--- config.mk ---
export PLATFORM = sky130hd
export DESIGN_NAME = spi_cmd_sequencer
export DESIGN_NICKNAME = d
export VERILOG_FILES = /design/src/rtl/spi_seq_pkg.sv /design/src/rtl/spi_reg_bank.sv /design/src/rtl/spi_cmd_sequencer.sv
export SDC_FILE = /design/constraint.sdc
export NUM_CORES = 1
export LEC_CHECK = 0
export CORE_MARGIN = 8
export CORE_UTILIZATION = 45
export DETAILED_ROUTE_END_ITERATION = 16
export PLACE_DENSITY = 0.82
export SLEW_MARGIN = 20
export SYNTH_ARGS = -nofsm -noshare
export SYNTH_HDL_FRONTEND = slang
export SYNTH_SLANG_ARGS = --single-unit
--- constraint.sdc ---
create_clock -name clk -period 3.94 [get_ports clk]
set_clock_uncertainty 0.05 [all_clocks]
set_input_delay 0.985 -clock clk [delete_from_list [all_inputs] [get_ports clk]]
set_output_delay 0.985 -clock clk [all_outputs]
set_load 0.02 [all_outputs]
--- src/rtl/spi_seq_pkg.sv ---
// -----------------------------------------------------------------------------
// spi_seq_pkg
// Shared types and constants for the SPI command sequencer:
//   state_t           sequencer FSM states
//   CMD_WR_BIT        cmd byte bit selecting write (1) or read (0)
//   CMD_ADDR_MSB      top bit of the start address field in the cmd byte
//   ERR_BYTE_DEFAULT  MISO filler for frames addressing a missing register
//   next_ptr()        auto-increment of the register pointer, wrapping at nreg
// -----------------------------------------------------------------------------
package spi_seq_pkg;

   typedef enum logic [1:0] {
      IDLE  = 2'd0,
      CMD   = 2'd1,
      DATA  = 2'd2,
      DRAIN = 2'd3
   } state_t;

   localparam int         CMD_WR_BIT       = 7;
   localparam int         CMD_ADDR_MSB     = 3;
   localparam logic [7:0] ERR_BYTE_DEFAULT = 8'hEE;

   function automatic logic [3:0] next_ptr(input logic [3:0] p, input int nreg);
      return (int'(p) == nreg - 1) ? 4'd0 : p + 4'd1;
   endfunction

endpackage

--- src/rtl/spi_reg_bank.sv ---
// -----------------------------------------------------------------------------
// spi_reg_bank
// NREG x 8-bit register file. Registers 0 and 1 are read-only views of the
// input snapshot; registers 2..NREG-1 are writable through a single port.
// Ports:
//   clk, rst   clock, synchronous active-high reset
//   we         write enable (already arbitrated by the sequencer)
//   waddr      write address; 0, 1 and >= NREG are silently dropped
//   wdata      write data
//   snap       12-bit input snapshot (reg0 = snap[7:0], reg1 = snap[11:8])
//   raddr      combinational read address; >= NREG reads as 0
//   rdata      combinational read data
//   cfg_regs   registers 2..NREG-1 flattened, reg2 in [7:0]
// -----------------------------------------------------------------------------
module spi_reg_bank
   import spi_seq_pkg::*;
#(
   parameter int NREG = 8
) (
   input  logic                  clk,
   input  logic                  rst,
   input  logic                  we,
   input  logic [3:0]            waddr,
   input  logic [7:0]            wdata,
   input  logic [11:0]           snap,
   input  logic [3:0]            raddr,
   output logic [7:0]            rdata,
   output logic [8*(NREG-2)-1:0] cfg_regs
);

   logic [7:0] rw_q [2:NREG-1];

   // NOTE: this is a handful of flops, not a RAM macro, so it is cleared on
   // reset like any other state; a real memory array would be left unreset.
   always_ff @(posedge clk) begin
      if (rst) begin
         for (int i = 2; i < NREG; i++) rw_q[i] <= '0;
      end else if (we) begin
         // Only storage-backed addresses match, so the read-only and
         // out-of-range addresses fall through without effect.
         for (int i = 2; i < NREG; i++) begin
            if (waddr == 4'(i)) rw_q[i] <= wdata;
         end
      end
   end

   // NOTE: every combinational output gets a default before any branch so
   // no path leaves it unassigned (which would infer a latch).
   always_comb begin
      rdata = '0;
      if (raddr == 4'd0) rdata = snap[7:0];
      else if (raddr == 4'd1) rdata = {4'b0, snap[11:8]};
      for (int i = 2; i < NREG; i++) begin
         if (raddr == 4'(i)) rdata = rw_q[i];
      end
   end

   for (genvar g = 2; g < NREG; g++) begin : g_cfg
      assign cfg_regs[8*(g-2) +: 8] = rw_q[g];
   end

endmodule

--- src/rtl/spi_cmd_sequencer.sv ---
// -----------------------------------------------------------------------------
// spi_cmd_sequencer
// Command/register controller behind a byte-level SPI slave core. Decodes the
// cmd byte of each frame, then walks an auto-incrementing pointer through the
// register bank for reads or writes, and selects the next MISO byte. A local
// write port shares the bank; SPI writes win collisions.
// Ports:
//   clk, rst      clock, synchronous active-high reset
//   frame_start   1-cycle pulse, SSEL falling edge
//   frame_end     1-cycle pulse, SSEL rising edge
//   rx_valid      1-cycle pulse, rx_byte holds a received byte
//   rx_byte       received byte
//   tx_byte       byte the core loads at the next byte boundary
//   din           raw inputs, snapshotted at frame start
//   local_we      local write request, held until local_ack
//   local_addr    local write address
//   local_wdata   local write data
//   local_ack     1-cycle pulse, local write committed
//   cfg_regs      registers 2..NREG-1 flattened, reg2 in [7:0]
//   led           reg2[0]
//   frame_cnt     frames started since reset (wraps)
//   busy          sequencer not idle
//   cmd_err       1-cycle pulse, cmd address >= NREG
// -----------------------------------------------------------------------------
module spi_cmd_sequencer
   import spi_seq_pkg::*;
#(
   parameter int         NREG     = 8,
   parameter logic [7:0] ERR_BYTE = ERR_BYTE_DEFAULT
) (
   input  logic                  clk,
   input  logic                  rst,
   input  logic                  frame_start,
   input  logic                  frame_end,
   input  logic                  rx_valid,
   input  logic [7:0]            rx_byte,
   output logic [7:0]            tx_byte,
   input  logic [11:0]           din,
   input  logic                  local_we,
   input  logic [3:0]            local_addr,
   input  logic [7:0]            local_wdata,
   output logic                  local_ack,
   output logic [8*(NREG-2)-1:0] cfg_regs,
   output logic                  led,
   output logic [7:0]            frame_cnt,
   output logic                  busy,
   output logic                  cmd_err
);

   state_t      state_q, state_d;
   logic [11:0] snap_q;
   logic [3:0]  ptr_q;
   logic        wr_q;

   logic [3:0]  cmd_addr;
   logic        addr_ok;
   logic [3:0]  ptr_nxt;
   logic        take_byte;
   logic        spi_we;
   logic        local_commit;
   logic        bank_we;
   logic [3:0]  bank_waddr;
   logic [7:0]  bank_wdata;
   logic [3:0]  bank_raddr;
   logic [7:0]  bank_rdata;

   // ---------------------------------------------------------------- FSM state
   // NOTE: clocked state uses non-blocking assignments so every flop samples
   // pre-edge values, independent of the order of statements.
   always_ff @(posedge clk) begin
      if (rst) state_q <= IDLE;
      else     state_q <= state_d;
   end

   // ------------------------------------------ next state and control strobes
   always_comb begin
      state_d    = state_q;
      cmd_addr   = rx_byte[CMD_ADDR_MSB:0];
      addr_ok    = int'(cmd_addr) < NREG;
      ptr_nxt    = next_ptr(ptr_q, NREG);
      // A frame boundary in the same cycle supersedes the byte.
      take_byte  = rx_valid && !frame_start && !frame_end;

      // Any SPI write cycle blocks the local port, even one that the bank
      // will drop because it targets a read-only register.
      spi_we       = take_byte && (state_q == DATA) && wr_q;
      // The ack is still high the cycle after commit while the requester
      // drops local_we, so that cycle must not commit the write again.
      local_commit = local_we && !local_ack && !spi_we;

      bank_we    = spi_we || local_commit;
      bank_waddr = spi_we ? ptr_q   : local_addr;
      bank_wdata = spi_we ? rx_byte : local_wdata;
      bank_raddr = (state_q == CMD) ? cmd_addr : ptr_nxt;

      if (frame_start) begin
         state_d = CMD;
      end else if (frame_end) begin
         state_d = IDLE;
      end else if (rx_valid && state_q == CMD) begin
         state_d = addr_ok ? DATA : DRAIN;
      end
   end

   // ------------------------------------------------------------------ datapath
   always_ff @(posedge clk) begin
      if (rst) begin
         snap_q    <= '0;
         ptr_q     <= '0;
         wr_q      <= 1'b0;
         tx_byte   <= '0;
         frame_cnt <= '0;
         local_ack <= 1'b0;
         cmd_err   <= 1'b0;
      end else begin
         local_ack <= local_commit;
         cmd_err   <= 1'b0;
         if (frame_start) begin
            snap_q    <= din;
            frame_cnt <= frame_cnt + 8'd1;
            tx_byte   <= frame_cnt;
         end else if (take_byte) begin
            case (state_q)
               CMD: begin
                  ptr_q <= cmd_addr;
                  wr_q  <= rx_byte[CMD_WR_BIT];
                  if (addr_ok) begin
                     tx_byte <= bank_rdata;
                  end else begin
                     tx_byte <= ERR_BYTE;
                     cmd_err <= 1'b1;
                  end
               end
               DATA: begin
                  // bank_rdata is the pre-write value of the next register.
                  ptr_q   <= ptr_nxt;
                  tx_byte <= bank_rdata;
               end
               DRAIN:   tx_byte <= ERR_BYTE;
               default: ;
            endcase
         end
      end
   end

   spi_reg_bank #(
      .NREG(NREG)
   ) u_bank (
      .clk     (clk),
      .rst     (rst),
      .we      (bank_we),
      .waddr   (bank_waddr),
      .wdata   (bank_wdata),
      .snap    (snap_q),
      .raddr   (bank_raddr),
      .rdata   (bank_rdata),
      .cfg_regs(cfg_regs)
   );

   assign led  = cfg_regs[0];
   assign busy = (state_q != IDLE);

endmodule

==> results_dict.tcl <==
set metrics [dict create \
    yosysWarnings 0 \
    diodes 0 \
    cts_buffer_depth 2 \
    timing.hold.ws_ps 438 \
    ys_dominant_reg_cell "edfxtp_1" \
    port_buffers 105 \
    floorplan.rows 36 \
    post_drt_wl_per_cell_um 20.0 \
    grt_pass1_vias 3928 \
    yosys_register_bits 85 \
    worst_slew_margin_rel_pct 32.6 \
    cts_tree "yes" \
    reg2reg_to "tx_byte[6]$_SDFFE_PP0P_" \
    vias_per_cell 5.66 \
    synth_mux_area_share_pct 8.50 \
    hold_start "tx_byte[2]$_SDFFE_PP0P_" \
    die-area_um2 13100 \
    max_cap_viol_count 0 \
    final-max-slew-violation-count 0 \
    required_ps 4140 \
    power.clock.fraction_pct 32.1 \
    clk_pin_slew_worst_paths_ps 90 \
    clock_insertion_delay_worst_skew_ps 370 \
    synth-compound-area-share_pct 15.9 \
    largest_net_degree_at_the_start_of_global_routing 35 \
    cts_setup_buffers 0 \
    synthToLayoutAreaGrowth_pct 32.0 \
    die_width_um 114 \
    switching_power_mw 0.586 \
    antenna_left 0 \
    power.share.sequential_pct 49.9 \
    route.layer.met1.wl_mm 5.80 \
    cellPowerDensity_nw_per_um2 352 \
    postCtsResizedCells 0 \
    post_synthesis_adder_cell_area_fraction_pct 1.72 \
    synth_top_area_cell "edfxtp_1" \
    cts_num_sinks 85 \
    static-leakage-power_nw 2.16 \
    synth-seq-area-share_pct 50.1 \
    combinationalPowerShare_pct 18.0 \
    worst-path-max-fanout 24 \
    timing.setup.tns_ps 0 \
    totalPowerFinal_mw 2.02 \
    intPower_mw 1.44 \
    detail_route.wirelength_mm 13.8 \
    global_routing_usage_summed_across_all_routing_layers_pct 21.6 \
    grt_first_pass_wirelength_mm 21.7 \
    met3WireLength_mm 1.17 \
    critPathKind "flip-flop to flip-flop" \
    period_share_pct 81.0 \
    die_y_um 114 \
    initial_utilization_pct 45.4 \
    hp-class "flip-flop to flip-flop" \
    syn_avg_cell_area_um2 9.72 \
    synth_cell_types 55 \
    synthTopCellsByArea "edfxtp_1 33%, dfxtp_1 17%, mux2i_1 7.6%" \
    hold_depth 2 \
    boundaryPins 106 \
    preCtsSetupSlack_ps 458 \
    rrSetupSlack_ps 750 \
    hold_violations 0 \
    floorplan.core_area_um2 9590 \
    outcome "complete, no violations" \
    clock-root-buffer "clkbuf_8" \
    critPathLaunchType "flip-flop" \
    met2WireLength_mm 6.58 \
    setup_violations 0 \
    place.gp.congestion 0.913 \
    setup_slack_ps 750 \
    worst-endpoint-arrival_ps 3390 \
    finish.utilization_pct 60.0 \
    yosysTopAreaCellShare_pct 33.1 \
    grt_setup_unrepaired "false" \
    max_clock_freq_mhz 313 \
    synth_enable_flop_cells 48 \
    nets 598 \
    p_sw_share_pct 29.0 \
    detailedRoute.firstIterationViolations 310 \
    basic_gate_share_of_the_synthesized_area_counting_and_or_nand_and_nor_cells_pct 19.2 \
    rr_startpoint "state_q[1]$_SDFFE_PP0P_" \
    timing.reg2reg.worst_path_depth 7 \
    remaining_drc_errors 0 \
    synthXorXnorAreaFrac_pct 1.21 \
    cts-buffers-inserted 9 \
    ys_async_sr_fraction_pct 0 \
    setup.worst_path.end_class "flip-flop" \
    initial_antenna_violation_count 0 \
    top_layer_used "met4" \
    drive_gt1_share_pct 7.87 \
    dpl.hpwl_mm 10.5 \
    cts-hold-fix-buffers 0 \
    synth_top_family_by_area "simple AND/OR/NAND/NOR gates" \
    grt_overflow 0 \
    synthCells 448 \
    hold_crit_endpoint "tx_byte[2]$_SDFFE_PP0P_" \
    worst_slew_pin_slew_ps 1010 \
    via_count 3916 \
    vdd_drop_max_uv 192 \
    synth.net_count 492 \
    drtPass1Iterations 5 \
    mapped_area_um2 4360 \
    htree_num_levels 3 \
    timing.final.crit_period_ps 3190 \
]
[worst max path at each step]
stage / cells past startpoint / to / start
6_report: 7 / tx_byte[6]$_SDFFE_PP0P_ / state_q[1]$_SDFFE_PP0P_
3_3_place_gp: 6 / u_bank.rw_q[5][0]$_SDFFCE_PN0P_ / rx_valid
2_1_floorplan: 7 / u_bank.rw_q[5][0]$_SDFFCE_PN0P_ / frame_start
5_1_grt: 7 / tx_byte[6]$_SDFFE_PP0P_ / state_q[1]$_SDFFE_PP0P_
3_5_place_dp: 7 / u_bank.rw_q[6][4]$_SDFFCE_PN0P_ / rx_valid
4_1_cts: 7 / tx_byte[6]$_SDFFE_PP0P_ / state_q[1]$_SDFFE_PP0P_
[synth_stat cells, types with 2 or more instances]
cell type  instances
nor2_1            82
edfxtp_1          48
nand2_1           39
dfxtp_1           37
mux2i_1           33
a21oi_1           30
o21ai_0           18
nand3_1           16
inv_1             11
nor3_1            10
and3_1             8
clkbuf_1           8
nand2b_1           8
a221o_1            6
a31oi_1            6
buf_2              6
ha_1               6
o22ai_1            6
xor2_1             5
buf_4              4
nor2b_1            4
o21ai_1            4
o2bb2ai_1          4
a211oi_1           3
a21o_1             3
a22oi_1            3
nand4_1            3
nor2_2             3
or3_1              3
a31o_2             2
and2_1             2
buf_1              2
o31ai_1            2
o32ai_2            2
[flip-flops by register name, indices dropped and copies added, names as in the netlist]
name,cells
u_bank.rw_q,48
snap_q,12
frame_cnt,8
tx_byte,8
ptr_q,4
state_q,2
cmd_err,1
local_ack,1
wr_q,1
[cells in the final DEF (no fill, tap or decap), types with 2 or more instances in the layout]
cell type / Yosys / routed
a211oi_1: 3 / 3
a21o_1: 3 / 3
a21oi_1: 30 / 30
a221o_1: 6 / 6
a22oi_1: 3 / 3
a31o_2: 2 / 2
a31oi_1: 6 / 6
and2_1: 2 / 2
and3_1: 8 / 8
buf_4: 4 / 11
clkbuf_8: 0 / 9
clkdlybuf4s50_1: 0 / 105
dfxtp_1: 37 / 37
edfxtp_1: 48 / 48
ha_1: 6 / 6
inv_1: 11 / 11
inv_6: 0 / 3
mux2i_1: 33 / 33
nand2_1: 39 / 39
nand2b_1: 8 / 8
nand3_1: 16 / 16
nand4_1: 3 / 3
nor2_1: 82 / 82
nor2_2: 3 / 3
nor2b_1: 4 / 4
nor3_1: 10 / 10
o21ai_0: 18 / 18
o21ai_1: 4 / 4
o22ai_1: 6 / 6
o2bb2ai_1: 4 / 4
o31ai_1: 2 / 2
o32ai_2: 2 / 2
or3_1: 3 / 3
xor2_1: 5 / 5
[final cells by class]
type / instances / area (µm²)
clock buffers: 9 / 124
clock inverters: 7 / 80.1
fillers: 847 / 3840
inverters: 11 / 41.3
multi-input cells: 331 / 2020
flip-flops and latches: 85 / 2180
well taps: 133 / 166
repair buffers: 116 / 1130
[per-layer routing]
metal | track usage, % | vias up
li1 | - | 1828
met3 | 5.54 | 22
met1 | 26.9 | 1892
met4 | 7.54 | 0
met2 | 35.5 | 174
met5 | 0 | -
[stage by stage]
stage          cell area (µm²)  cells
6_report                  5750    692
2_1_floorplan             4360    448
4_1_cts                   5750    692
3_5_place_dp              5550    676
5_1_grt                   5750    692
3_3_place_gp              5550    676
[critical path, stage by stage, from the launching register on]
cell and delay, ps:
dfxtp_1 350, inv_1 90, ha_1 820, mux2_2 680, mux2i_1 280, o2bb2ai_1 130, a221o_1 380, a221o_1 290
[cell families (layout without fill, tap and decap cells)]
| logic type | Yosys count | in the layout |
|---|---|---|
| AOI/OAI and AO/OA | 99 | 99 |
| xor gates and xnor gates | 6 | 6 |
| adders and majority gates | 6 | 6 |
| buffers and inverters | 32 | 143 |
| DFF | 85 | 85 |
| muxes | 36 | 36 |
| and+or+nand+nor | 184 | 184 |
[power by group through the flow]
stage	Sequential (mW)	Combinational, mW	Clock (mW)
floorplan	1.05	0.167	0
global placement	1.03	0.358	0
detailed placement	1.03	0.362	0
CTS	1.01	0.364	0.655
global route	1.01	0.392	0.687
finish	1.01	0.365	0.649
Note: power is estimated with default switching activity, not from simulation.
